`config.mk`:
```
export PLATFORM = sky130hd
export DESIGN_NAME = mux_rr_scheduler
export DESIGN_NICKNAME = d
export VERILOG_FILES = /design/src/rtl/mux_rr_scheduler.sv
export SDC_FILE = /design/constraint.sdc
export NUM_CORES = 1
export LEC_CHECK = 0
export CORE_AREA = 2 2 75 77
export CTS_CLUSTER_DIAMETER = 30
export DETAILED_ROUTE_END_ITERATION = 10
export DIE_AREA = 0 0 77 79
export MAX_ROUTING_LAYER = met4
export PLACE_DENSITY_LB_ADDON = 0.3
export SYNTH_ARGS = -nofsm -noshare
export SYNTH_HDL_FRONTEND = slang
export SYNTH_SLANG_ARGS = --single-unit
```
`constraint.sdc`:
```
create_clock -name clk -period 8 [get_ports clk]
set_clock_uncertainty 0.05 [all_clocks]
set_input_delay 0.8 -clock clk [delete_from_list [all_inputs] [get_ports clk]]
set_output_delay 0.8 -clock clk [all_outputs]
set_load 0.1 [all_outputs]
```
`src/rtl/mux_rr_scheduler.sv`:
```
// Round-robin sequencer for a shared 8:1 data mux: grants one requester per burst and forwards its beats.
// Define MUX_SCHED_FIXED_PRIO_EN to replace round-robin with fixed lowest-index-wins priority.
module mux_rr_scheduler #(
  parameter int DATA_W    = 8,
  parameter int MAX_BURST = 4,
  parameter int CNT_W     = 3
) (
  input  logic                  clk,
  input  logic                  rst,
  input  logic [7:0]            req,
  input  logic [7:0]            last,
  input  logic [8*DATA_W-1:0]   data_in,
  input  logic                  out_ready,
  output logic                  out_valid,
  output logic [DATA_W-1:0]     out_data,
  output logic [2:0]            sel,
  output logic [7:0]            gnt,
  output logic                  busy
);

  typedef enum logic {IDLE = 1'b0, BURST = 1'b1} state_t;

  state_t           state_reg;
  logic [2:0]       sel_reg;
  logic [7:0]       gnt_reg;
  logic [CNT_W-1:0] beat_cnt_reg;
`ifndef MUX_SCHED_FIXED_PRIO_EN
  logic [2:0]       ptr_reg;
`endif

  logic [2:0]        cand_idx [8];
  logic [7:0]        cand_hit;
  logic [DATA_W-1:0] lane [8];
  logic [2:0]        pick;
  logic              found;
  logic              xfer;
  logic              burst_end;

  // Candidate k is the k-th index visited by the search; lowest k with a request wins.
  for (genvar gi = 0; gi < 8; gi++) begin : g_cand
`ifdef MUX_SCHED_FIXED_PRIO_EN
    assign cand_idx[gi] = 3'(gi);
`else
    assign cand_idx[gi] = ptr_reg + 3'(gi + 1);
`endif
    assign cand_hit[gi] = req[cand_idx[gi]];
    assign lane[gi]     = data_in[gi*DATA_W +: DATA_W];
  end

  always_comb begin
    pick  = 3'd0;
    found = 1'b0;
    for (int k = 7; k >= 0; k--) begin
      if (cand_hit[k]) begin
        pick  = cand_idx[k];
        found = 1'b1;
      end
    end
  end

  assign busy      = (state_reg == BURST);
  assign out_valid = busy & req[sel_reg];
  assign out_data  = lane[sel_reg];
  assign sel       = sel_reg;
  assign gnt       = gnt_reg;
  assign xfer      = out_valid & out_ready;
  assign burst_end = xfer & (last[sel_reg] | (beat_cnt_reg == CNT_W'(MAX_BURST - 1)));

  always_ff @(posedge clk) begin
    if (rst) begin
      state_reg    <= IDLE;
      sel_reg      <= 3'd0;
      gnt_reg      <= 8'd0;
      beat_cnt_reg <= '0;
`ifndef MUX_SCHED_FIXED_PRIO_EN
      ptr_reg      <= 3'd7;
`endif
    end else if (state_reg == IDLE) begin
      if (found) begin
        sel_reg      <= pick;
        gnt_reg      <= 8'd1 << pick;
        beat_cnt_reg <= '0;
        state_reg    <= BURST;
      end
    end else begin
      // A dropped request or the final beat both hand the channel back via IDLE.
      if (!req[sel_reg] || burst_end) begin
        gnt_reg   <= 8'd0;
        state_reg <= IDLE;
`ifndef MUX_SCHED_FIXED_PRIO_EN
        ptr_reg   <= sel_reg;
`endif
      end
      if (xfer) begin
        beat_cnt_reg <= beat_cnt_reg + CNT_W'(1);
      end
    end
  end

endmodule
```
Word-level counts from Yosys, hierarchy flattened

Index checks and enable logic that the tools add are counted.
Widths: inputs -> output; s select.

Add/subtract/negate cells: 8
Order comparisons: 10
Equal/unequal tests: 3
Shift operators: 1
Muxes and demuxes: 48
Bitwise logic cells: 6
Reduce and logical (&&, ||, !) cells: 7

Operators by type and width:

| kind                | count |
|---|---|
| $mux 8              | 5 |
| $lt 3x4->1 const B  | 9 |
| $mux 3              | 11 |
| $bmux 1 s3          | 10 |
| $bmux 8 s3          | 1 |
| $mux 1              | 21 |
| $add 3x3->3 const B | 4 |
| $reduce_and 2->1    | 4 |
| $shl 1x3->8 const A | 1 |
| $add 3x1->3 const B | 2 |
| $add 3x2->3 const B | 2 |
| $ge 4x4->1 const B  | 1 |
| $ne 2x1->1 const B  | 2 |
| $not 3->4           | 1 |
| $and 1x1->1         | 3 |
| $eq 3x2->1 const B  | 1 |
| $reduce_bool 2->1   | 1 |
| $logic_not 1->1     | 1 |
| $logic_or 1x1->1    | 1 |
| $not 1->1           | 1 |
| $or 1x1->1          | 1 |

Flip-flop bits (word level): 18
Bits of input ports: 83
Output and inout bits: 21
Word-level logic and storage cells: 88

Longest topological paths before layout

Gate-level depths: netlist of run 1.

Depth in word-level cells: 13
Mapped depth: 13

Worst setup path after synthesis of run 1

No wires, ideal clock.

Path type: register to output
Start: reg sel_reg[0] (netlist: sel[0])
End: out out_valid
Data arrival time: 3.113 ns
Data required time: 7.150 ns
Path slack: 4.037 ns
Cell stages (with the launch flop): 5
Buffers on the path: 1
Cells stage by stage: dfxtp_1 > buf_2 > mux4_2 > mux2i_1 > nor2_1

Cells in the longest elaborated chain, start to end: 3

Ends and longest elaborated chain:

| element                      | line | source |
|---|---|---|
| from (decl)                  | 24   | `logic [2:0] sel_reg;` |
| from (signal assigned)       | 80   | `sel_reg <= pick;` |
| $bmux 1 s3                   | 62   | `assign out_valid = busy & req[sel_reg];` |
| $mux 1 (implied by the code) | 62   |  |
| $and 1x1->1                  | 62   |  |
| to (decl)                    | 14   | `output logic out_valid,` |

Every way passes these cells. The select of a mux whose other input is x is not followed.

Worst setup path in the final report of run 1

Start: reg ptr_reg[1]
End: reg gnt_reg[0] (netlist: gnt[0])

Cells in the longest elaborated chain, start to end: 13

Ends and longest elaborated chain:

| element                                                | line   | source |
|---|---|---|
| from (decl)                                            | 28     | `logic [2:0] ptr_reg;` |
| from (signal assigned)                                 | 91     | `ptr_reg <= sel_reg;` |
| $add 3x3->3 or $bmux 1 s3 (tied branches)              | 44, 46 |  |
| $bmux 1 s3 or $mux 1 (tied branches)                   | 46     | `assign cand_hit[gi] = req[cand_idx[gi]];` |
| $mux 1 (implied by the code) or $mux 3 (tied branches) | 46, 54 |  |
| $mux 3 (7 in a row)                                    | 54     | `if (cand_hit[k]) begin` |
| $shl 1x3->8                                            | 81     | `gnt_reg <= 8'd1 << pick;` |
| $mux 8                                                 | 79     | `if (found) begin` |
| $mux 8                                                 | 78     | `end else if (state_reg == IDLE) begin` |
| to (signal assigned)                                   | 81     |  |
| to (decl)                                              | 25     | `logic [7:0] gnt_reg;` |

Several ways; a longest one is shown, not always the timed one. The select of a mux whose other input is x is not followed.
A chain may end at the register's enable or synchronous reset.

==> results of run 1 <==
## per-layer routing
metal,routed length (um),vias up,global-route usage
met5,0,-,-
met2,3580,113,0.418
met3,589,9,0.0511
li1,-,1080,-
met4,61,0,0.0500
met1,3070,1107,0.315
## cells by family (layout without fill, tap and decap cells)
kind of cell | count (synthesis) | in the layout | synth area share
simple gates | 38 | 38 | 0.0849
compound gates | 55 | 55 | 0.176
fa+ha+maj | 4 | 4 | 0.0215
flops | 18 | 18 | 0.155
mux | 66 | 66 | 0.477
buf+inv | 38 | 126 | 0.0736
xor+xnor | 3 | 3 | 0.0113
## final timing paths
check / to / cells after the start / start / slack, ps
max: gnt[0] / 8 / ptr_reg[1] / 3730
min: gnt[1] / 2 / gnt[1] / 410
max reg2reg: gnt[0] / 8 / ptr_reg[1] / 3730
min reg2reg: gnt[1] / 2 / gnt[1] / 410
## metrics by stage
stage                     hold WS [ps]  cell area [um2]  std cells  setup WS, ps   util
after CTS                          412             3410        382          3770  0.639
final                              413             3410        382          3730  0.639
after floorplan                    404             2330        222          4040      -
after detailed placement           398             3360        378          3800  0.629
after global routing               425             3410        382          3510  0.639
after global placement             398             3360        378          3830  0.629
## worst register-to-register path, cell delays in order, from the launching register on
cell	delay, ps
dfxtp_1	740
clkinv_1	410
ha_1	830
mux4_2	690
mux2i_2	320
nor2_1	70
a311o_1	330
or3_4	360
o41ai_1	360
## cells in the mapped netlist, types with 3 or more instances
| master | instances |
|---|---|
| o41ai_1 | 4 |
| mux4_2 | 34 |
| clkbuf_1 | 7 |
| inv_1 | 15 |
| a211o_1 | 3 |
| nand2_1 | 5 |
| mux2_2 | 12 |
| clkbuf_2 | 3 |
| ha_1 | 4 |
| o21ai_0 | 5 |
| dfxtp_1 | 18 |
| a211oi_1 | 3 |
| nor2_1 | 17 |
| a21oi_1 | 10 |
| buf_1 | 3 |
| nand4b_1 | 4 |
| o32ai_1 | 5 |
| mux2i_1 | 17 |
| a221oi_1 | 4 |
| buf_2 | 5 |
## where the power goes
group / leakage (uW) / internal, uW / switching [uW]
clock network: 0.0000288 / 43.9 / 32.8
registers: 0.000147 / 116 / 55.0
logic: 0.00105 / 391 / 637
total: 0.00123 / 551 / 725
## area by class of cell
type	instances	area, um2
inverter	17	63.8
fill	435	1930
tap	72	90.1
clock buffer	4	55.1
sequential	18	360
multi-input combinational	166	1800
timing repair buffer	105	1050
==> reports/qor.csv, run 1 <==
metric,value,unit
# rows,27,
max-cap violation count,0,
Post-Syn Area,2330,um2
core area,5340,um2
final count of hold timing violations,0,
Worst Tran Pin Value,1030,ps
vias in the first global route,2257,
ys async rst share,0,
Syn Nets,309,
Final Critical Period,4270,ps
Syn-to-layout area delta,46.6,%
Root Buffer,clkbuf_8,
Nets,398,
H-tree levels,1,
global-route wire length before repair,11800,um
Yosys cell types,54,
Vias,2309,
Clock Latency Late Sink,260,ps
post-synthesis area per instance,10.5,um2
setup TNS,0,ps
total CTS buffers,3,
Initial Util,0.436,
WP buf/inv,1,
"Slew Viols, Final",0,
gr usage total,0.248,
VDD IR max,0.406,mV
CP top delay family,multiplexers,
Rel. slew slack,0.314,
crit path max fanout,17,
Clock Pin Slew Worst Setup and Hold Paths,70,ps
"commonest non-fill, non-tap cells in the layout","103 x clkdlybuf4s50_1, 34 x mux4_2, 18 x dfxtp_1",
CTS sink cnt,18,
DRC violation count after routing,0,
Largest register FFs,8,
Die X,77,um
1st-iter DRT viols,144,
Post-DP HPWL,5510,um
fmax,234,MHz
Die Y,79,um
outcome,completed,
Syn Inst Count,222,
Final ANT Viol Nets,0,
unrepaired setup endpoints after global routing,no,
Yosys top cell by area,mux4_2,
"commonest non-fill, non-tap cell in the layout",clkdlybuf4s50_1,
main area contributors after synthesis,"mux4_2 33%, dfxtp_1 15%, mux2i_1 7.3%",
total power,1280,uW
top-area cell type share of the netlist area,0.329,
CP startpoint kind,register,
Crit path arrival time,4370,ps
# resized after CTS,0,
Seq cells post-synth,18,
setup violators final,0,
postcts setup bufs,0,
pin count of the biggest net entering global routing,24,
Main synth FF type,dfxtp_1,
CTS Hold Bufs,0,
Post-synth EDFFs,0,
warnings from Yosys,0,
initial antenna violation count,0,
DR WL/cell,19.1,um
layout cells sized above 1,0.194,
Worst Hold Class,reg2reg,
Worst EP required,8100,ps
Die ar.,6080,um2
"Largest stage delay, worst path",830,ps
Overflow after GRT,0,
Worst Setup Path Type,reg2reg,
WL final,7300,um
Max clock buf depth,2,
CTS tree,yes,
TritonRoute pass-1 iters,4,
crit end category,register,
Top Ports,104,
"Slowest-stage cell, CP",ha_1,
sequential share of the synthesized area,0.155,
"Critical Path, Cell by Cell",clkinv_1 -> ha_1 -> mux4_2 -> mux2i_2 -> nor2_1 -> a311o_1 -> or3_4 -> o41ai_1,
input/output buffers,103,
Final period util,0.533,
gpl congestion,0.901,
Diodes inserted,0,
PwrDens,374,nW/um2
vias per cell,6.04,
Pleak,0.00123,uW
(Power assumes the default switching activity.)
==> run 2, diff against run 1 <==
--- a/config.mk
+++ b/config.mk
@@ -5,10 +5,10 @@
 export SDC_FILE = /design/constraint.sdc
 export NUM_CORES = 1
 export LEC_CHECK = 0
-export CORE_AREA = 2 2 75 77
+export CORE_AREA = 2 2 81 83
 export CTS_CLUSTER_DIAMETER = 30
 export DETAILED_ROUTE_END_ITERATION = 10
-export DIE_AREA = 0 0 77 79
+export DIE_AREA = 0 0 83 85
 export MAX_ROUTING_LAYER = met4
 export PLACE_DENSITY_LB_ADDON = 0.3
 export SYNTH_ARGS = -nofsm -noshare
==> constraint.sdc (replaced) <==
create_clock -name clk -period 3.86 [get_ports clk]
set_clock_uncertainty 0.05 [all_clocks]
set_input_delay 0.386 -clock clk [delete_from_list [all_inputs] [get_ports clk]]
set_output_delay 0.386 -clock clk [all_outputs]
set_load 0.1 [all_outputs]
==> reports/qor.csv, run 2 (synthesized netlist as in run 1, its figures left out) <==
metric,value,unit,change
outcome,completed,,unchanged
Initial Util,0.375,,was 0.436
setup violators final,0,,unchanged
"commonest non-fill, non-tap cell in the layout",clkdlybuf4s50_1,,unchanged
met2 Use GR,0.323,,was 0.418
layout cells sized above 1,0.241,,was 0.194
vias in the first global route,2222,,"was 2,257"
Final ANT Viol Nets,0,,unchanged
fmax,304,MHz,was 234 MHz
VDD IR max,0.572,mV,was 0.406 mV
Worst EP required,3960,ps,was 8100 ps
"Cell Area, Placed",3380,um2,was 3360 um2
Pleak,0.00126,uW,was 0.00123 uW
Most Crowded Layer GR,met2,,unchanged
DR WL/cell,18.5,um,was 19.1 um
Die X,83,um,was 77 um
Rel. slew slack,0.353,,was 0.314
gr usage total,0.207,,was 0.248
Die Y,85,um,was 79 um
crit path max fanout,9,,was 17
Final period util,0.851,,was 0.533
multi-input logic area,1800,um2,unchanged
Syn-to-layout area delta,47.7,%,was 46.6%
1st-iter DRT viols,92,,was 144
TritonRoute pass-1 iters,4,,unchanged
H-tree levels,1,,unchanged
core area,6200,um2,was 5340 um2
CP startpoint kind,register,,unchanged
Clock Pin Slew Worst Setup and Hold Paths,70,ps,about the same
postcts setup bufs,0,,unchanged
grt met3 use,0.0525,,was 0.0511
CTS sink cnt,18,,unchanged
"Slew Viols, Final",0,,unchanged
CTS Hold Bufs,0,,unchanged
Overflow after GRT,0,,unchanged
Clock Latency Late Sink,250,ps,was 260 ps
max-cap violation count,0,,unchanged
Top Ports,104,,unchanged
Worst Hold Class,reg2reg,,unchanged
unrepaired setup endpoints after global routing,no,,unchanged
Root Buffer,clkbuf_8,,unchanged
total CTS buffers,3,,unchanged
gpl congestion,0.878,,was 0.901
Nets,404,,was 398
Post-DP HPWL,5700,um,was 5510 um
setup TNS,0,ps,unchanged
finished layout cell area,3440,um2,was 3410 um2
Vias,2350,,"was 2,309"
PwrDens,771,nW/um2,was 374 nW/um2
Largest register FFs,8,,unchanged
initial antenna violation count,0,,unchanged
"commonest non-fill, non-tap cells in the layout","93 x clkdlybuf4s50_1, 34 x mux4_2, 18 x dfxtp_1, 18 x buf_4",,"was 103 x clkdlybuf4s50_1, 34 x mux4_2, 18 x dfxtp_1"
Worst Setup Path Type,reg2reg,,unchanged
pin count of the biggest net entering global routing,20,,was 24
DRC violation count after routing,0,,unchanged
crit end category,register,,unchanged
WL final,7290,um,was 7300 um
worst reg-to-reg setup slack,570,ps,was 3730 ps
vias per cell,5.98,,was 6.04
Diodes inserted,0,,unchanged
input/output buffers,103,,unchanged
CTS tree,yes,,unchanged
Setup WS post-layout,574,ps,was 3730 ps
FILL cells,556,,was 435
grt met1 use,0.276,,was 0.315
total power,2650,uW,was 1280 uW
global-route wire length before repair,11600,um,"was 11,800 um"
final count of hold timing violations,0,,unchanged
Crit path arrival time,3380,ps,was 4370 ps
# resized after CTS,0,,unchanged
FF+latch area,360,um2,unchanged
pre-CTS setup slack,570,ps,was 3800 ps
Max clock buf depth,2,,unchanged
# rows,29,,was 27
Worst Tran Pin Value,967,ps,was 1030 ps
Die ar.,7060,um2,was 6080 um2
Final Critical Period,3290,ps,was 4270 ps
[run 2: cell count changes in the layout (fill, tap and decap cells not counted)]
cell / delta
buf_4: +16
clkdlybuf4s50_1: -10
[run 2: final timing paths]
check                                start     end  depth (start not counted)
worst max-delay path            ptr_reg[1]  gnt[0]                          9
worst min-delay path                gnt[5]  gnt[5]                          2
worst max register to register  ptr_reg[1]  gnt[0]                          9
worst min register to register      gnt[5]  gnt[5]                          2
[run 2: area by class of cell]
| cell class | instances | area share |
|---|---|---|
| Clock buffer | 4 | 0.0160 |
| Inverter | 17 | 0.0186 |
| Multi-Input combinational cell | 166 | 0.522 |
| Sequential cell | 18 | 0.105 |
| Tap cell | 77 | 0.0280 |
| Timing Repair Buffer | 111 | 0.310 |
[run 2: layer usage]
| layer | up-vias | share of wire |
|---|---|---|
| met5 | - | 0 |
| met2 | 129 | 0.47 |
| met4 | 0 | 0.0062 |
| met1 | 1128 | 0.43 |
| li1 | 1087 | - |
| met3 | 6 | 0.089 |
[run 2: report_power, final]
| part | leakage (uW) | switching, uW | internal [uW] |
|---|---|---|---|
| clock network | 0.0000288 | 60.7 | 90.5 |
| logic | 0.00109 | 1390 | 814 |
| registers | 0.000147 | 50.3 | 240 |
[run 2: through the flow]
stage	utilization	hold slack (ps)	cells
2_1_floorplan	-	404	222
3_3_place_gp	0.545	401	389
3_5_place_dp	0.545	406	389
4_1_cts	0.554	421	393
5_1_grt	0.554	432	393
6_report	0.554	419	393
[run 2: worst max-delay path: stages (launching register included)]
cell and delay [ps]:
dfxtp_1 330, clkinv_1 200, ha_1 520, buf_4 260, mux4_2 370, mux2i_1 290
nor3_1 80, a311o_1 360, or3_4 360, o41ai_1 360
